===== src/rtl/modulo_counter.sv =====
`default_nettype none
// ============================================================================
// Module      : modulo_counter
// Description : Up/down counter over 0..max_val with load, wrap or saturate
//               behaviour and registered overflow/underflow pulses.
// Revision    : 1.0 - initial release
// ============================================================================
module modulo_counter #(
    parameter int DATA_WIDTH = 8,
    parameter int SATURATE   = 0
) (
    input  logic                  clk,
    input  logic                  reset,
    input  logic                  en,
    input  logic                  up,
    input  logic                  load,
    input  logic [DATA_WIDTH-1:0] load_val,
    input  logic [DATA_WIDTH-1:0] max_val,
    output logic [DATA_WIDTH-1:0] count,
    output logic                  ovf,
    output logic                  unf,
    output logic                  tc
);

    localparam logic [DATA_WIDTH-1:0] c_zero = '0;
    localparam logic [DATA_WIDTH-1:0] c_one  = DATA_WIDTH'(1);
    localparam bit                    c_sat  = (SATURATE != 0);

    logic [DATA_WIDTH-1:0] count_q;
    logic [DATA_WIDTH-1:0] count_d;
    logic                  ovf_q;
    logic                  ovf_d;
    logic                  unf_q;
    logic                  unf_d;

    always_comb begin
        count_d = count_q;
        ovf_d   = 1'b0;
        unf_d   = 1'b0;
        if (load) begin
            count_d = (load_val > max_val) ? max_val : load_val;
        end else if (en) begin
            if (up) begin
                // >= also catches a count left above a freshly lowered limit
                if (count_q >= max_val) begin
                    ovf_d   = 1'b1;
                    count_d = c_sat ? max_val : c_zero;
                end else begin
                    count_d = count_q + c_one;
                end
            end else begin
                if (count_q == c_zero) begin
                    unf_d   = 1'b1;
                    count_d = c_sat ? c_zero : max_val;
                end else if (count_q > max_val) begin
                    count_d = max_val;
                end else begin
                    count_d = count_q - c_one;
                end
            end
        end
    end

    always_ff @(posedge clk or negedge reset) begin
        if (!reset) begin
            count_q <= c_zero;
            ovf_q   <= 1'b0;
            unf_q   <= 1'b0;
        end else begin
            count_q <= count_d;
            ovf_q   <= ovf_d;
            unf_q   <= unf_d;
        end
    end

    assign count = count_q;
    assign ovf   = ovf_q;
    assign unf   = unf_q;
    assign tc    = up ? (count_q == max_val) : (count_q == c_zero);

endmodule
`default_nettype wire


===== config.mk =====
export PLATFORM = sky130hd
export DESIGN_NAME = modulo_counter
export DESIGN_NICKNAME = d
export VERILOG_FILES = /design/src/rtl/modulo_counter.sv
export SDC_FILE = /design/constraint.sdc
export NUM_CORES = 1
export LEC_CHECK = 0
export BUFFER_PORTS_ARGS = -buffer_cell sky130_fd_sc_hd__clkbuf_2
export CAP_MARGIN = 15
export CORE_UTILIZATION = 58
export DETAILED_ROUTE_END_ITERATION = 6
export PLACE_DENSITY = 0.85
export SLEW_MARGIN = 20
export SYNTH_ARGS = -nofsm -noshare
export SYNTH_HDL_FRONTEND = slang
export SYNTH_SLANG_ARGS = --single-unit

===== constraint.sdc =====
create_clock -name clk -period 4.3 [get_ports clk]
set_input_delay 0.43 -clock clk [delete_from_list [all_inputs] [get_ports clk]]
set_output_delay 0.43 -clock clk [all_outputs]
set_load 0.01 [all_outputs]

==> flow_metrics.py <==
metrics = {
    "clock_tree": {
        "post_cts_buffers": 0,
        "clkTransAtPathRegs_ns": 0.08,
        "cts_buffers": 3,
        "cts_buffer_depth": 2,
        "post_cts_resize_count": 0,
        "htreeDepth": 1,
        "cts_tree": "yes",
        "clkLatencyLatePin_ns": 0.28,
        "cts_hold_buf": 0,
        "clock-root-buffer": "clkbuf_4",
        "cts_sinks": 10,
    },
    "yosys": {
        "synth_top_cell_by_area": "dfrtp_1",
        "synthTopCellsByArea": "dfrtp_1, ha_1, mux2i_1, xnor2_1, a221oi_1",
        "synth_area_um2": 1391,
        "yosysWarnings": 0,
        "async_flop_share_pct": 100.0,
        "synth_edf_count": 0,
        "synth_flop_cell": "dfrtp_1",
        "syn-num-nets": 207,
        "synth_cell_types": 39,
        "syn_area_per_cell_um2": 8.331,
        "synth_top_area_share_pct": 17.99,
        "syn_inst": 167,
        "ys_ff_latch": 10,
        "yosysSeqAreaShare_pct": 17.99,
    },
    "timing": {
        "fin_skew_ns": 0.003781,
        "setup_viol": 0,
        "finalMaxSlewViolations": 0,
        "rsz0062_at_grt": "false",
        "worst_pin_slew_ns": 0.9445,
        "period_share_pct": 63.30,
        "fin_setup_tns_ns": 0,
        "max_freq_mhz": 367.4,
        "timing.final.crit_period_ns": 2.722,
        "maxSlewHeadroom_pct": 37.03,
        "hold_viol_final": 0,
    },
    "floorplan": {
        "dieArea_um2": 2599,
        "die_h_um": 50.98,
        "core_area_um2": 2233,
        "die_w_um": 50.98,
        "io_pins": 32,
        "rows": 17,
        "initial_core_util_pct": 62.30,
    },
    "detailed_routing": {
        "drc_errors": 0,
        "drt_iter0_drc": 36,
        "totalWireLength_um": 3689,
        "drt_pass1_iterations": 4,
        "vias_per_cell": 6.626,
        "final_antenna_net_count": 0,
        "routedWlPerCell_um": 16.62,
        "via_count": 1471,
    },
    "critical_path": {
        "critPathSlowestCell": "or4_4",
        "cpPeakStageDelay_ns": 0.61,
        "cp_cell_sequence": "or4_4 -> or4b_4 -> o21ai_0 -> clkbuf_2",
        "worstPathArrival_ns": 2.29,
        "worst-setup-path-type": "flop to output pin",
        "r2r_cells": 5,
        "rr_startpoint": "count[3]$_DFFE_PN0P_",
        "r2r_end": "count[4]$_DFFE_PN0P_",
        "reg2reg_slack_ns": 1.64,
        "critPathCaptureType": "output pin",
        "critPathLaunchType": "flop",
        "worstPathRequired_ns": 3.87,
        "path_max_fanout": 9,
    },
    "global_route": {
        "grt_pass1_wl_um": 6113,
        "antenna_found_initial": 0,
        "grt_max_degree": 20,
        "grt_pass1_vias": 1375,
        "overflow": 0,
        "grt_usage_pct": 31.19,
    },
    "worst_hold_path": {
        "hold_class": "input port to asynchronous set/reset pin",
    },
    "placed_design": {
        "numPortBuffers": 31,
        "dpl.hpwl_um": 2834,
        "gp_congestion": 0.9087,
    },
    "finish": {
        "multi_input_area_um2": 1047,
        "area_delta_synth_final_pct": 12.77,
        "utilization_pct": 70.25,
        "fill_cells": 194,
        "nNetsFinal": 235,
        "diodes": 0,
        "drive_gt1_share_pct": 22.68,
        "seqCellArea_um2": 250.2,
    },
    "run_status": {
        "status": "finished clean",
    },
    "pwr": {
        "vdd_drop_max_mv": 0.2129,
        "p_total_uw": 478.5,
        "leakagePower_uw": 0.0007233,
        "powerDensity_nw_per_um2": 305.0,
    },
    "run": {
        "drv_cap": 0,
    },
}
## layout make-up
| class | instances | area share (%) |
|---|---|---|
| multi-input combinational | 137 | 66.75 |
| sequential | 10 | 15.95 |
| timing repair buffer | 31 | 9.888 |
| inverter | 12 | 2.871 |
| clock buffer | 4 | 2.313 |
| tap | 28 | 2.233 |
## power by group
part | internal [µW] | switching, µW | total [µW]
sequential | 108 | 43.9 | 152
clock | 51.5 | 38.1 | 89.7
combinational | 107 | 130 | 237
total | 266 | 212 | 479
## stage by stage
step           instance area (µm²)  std cells  hold WS, ns  worst slack (ns)
5_1_grt                       1569        222      0.02224             1.521
4_1_cts                       1569        222      0.02453             1.609
3_3_place_gp                  1533        218       0.3086             1.732
2_1_floorplan                 1391        167       0.1344             1.766
6_report                      1569        222      0.01207             1.578
3_5_place_dp                  1533        218       0.3146             1.574
## logic make-up after synthesis
| logic type | share of synthesized area [%] |
|---|---|
| compound gates | 22.48 |
| xor+xnor | 6.925 |
| fa+ha+maj | 17.09 |
| buf+inv | 6.745 |
| flops | 17.99 |
| mux | 5.756 |
| simple gates | 23.02 |
## routing by layer
| metal | part of all wire (%) | up-vias | GRT usage (%) | wire length, µm |
|---|---|---|---|---|
| met5 | 0 | - | 0 | 0 |
| met4 | 3.1 | 0 | 9.259 | 115 |
| met3 | 7.4 | 21 | 6.548 | 273 |
| met2 | 48 | 80 | 54.39 | 1767 |
| met1 | 42 | 675 | 38.00 | 1532 |
| li1 | - | 695 | - | - |
## sequential cells by signal (all words and copies together) (netlist names)
register and count:
count 8, unf 1, ovf 1
## synthesized netlist by cell type (2+ instances only)
cell	n
ha_1	19
o211ai_1	4
nor2_1	14
buf_6	2
nand4_1	7
o221ai_1	2
nand3_1	5
a21oi_1	10
xnor2_1	9
or3_1	6
o31ai_1	2
o21ai_0	5
nand2_1	7
inv_1	12
nor4b_1	2
dfrtp_1	10
a221oi_1	7
nor3_1	6
mux2i_1	8
a221oi_2	3
clkbuf_1	5
xor2_1	2
nor2b_1	3
nor4_1	2
## cell usage in the layout, fill, tap and decap left out, types with 2 or more instances in the layout
master / synthesis / layout
nor4_1: 2 / 2
o21ai_0: 5 / 5
nand2_1: 7 / 7
mux2i_1: 8 / 8
nor3_1: 6 / 6
xor2_1: 2 / 2
inv_1: 12 / 12
a221oi_1: 7 / 7
a21oi_1: 10 / 10
clkbuf_2: 0 / 31
ha_1: 19 / 19
a221oi_2: 3 / 3
clkbuf_4: 0 / 3
nor2_1: 14 / 14
o31ai_1: 2 / 2
nor4b_1: 2 / 2
dfrtp_1: 10 / 10
o221ai_1: 2 / 2
nor2b_1: 3 / 3
nand4_1: 7 / 7
o211ai_1: 4 / 4
or3_1: 6 / 6
nand3_1: 5 / 5
xnor2_1: 9 / 9
## how the worst max path moves through the flow
stage / end / depth (start not counted) / start / slack [ns]
3_5_place_dp: count[4]$_DFFE_PN0P_ / 9 / max_val[1] / 1.57
6_report: tc / 4 / count[3]$_DFFE_PN0P_ / 1.58
2_1_floorplan: count[5]$_DFFE_PN0P_ / 7 / count[2]$_DFFE_PN0P_ / 1.77
4_1_cts: tc / 4 / count[2]$_DFFE_PN0P_ / 1.61
3_3_place_gp: count[7]$_DFFE_PN0P_ / 9 / max_val[1] / 1.73
5_1_grt: count[4]$_DFFE_PN0P_ / 8 / count[0]$_DFFE_PN0P_ / 1.52
## critical path: cells and delay by family, from the launching register on
| family | cells | cell delay (ns) |
|---|---|---|
| AO/OA/AOI/OAI | 1 | 0.17 |
| buffers and inverters | 1 | 0.15 |
| flip-flops | 1 | 0.53 |
| AND/OR/NAND/NOR | 2 | 1.16 |
(Power assumes the default switching activity.)
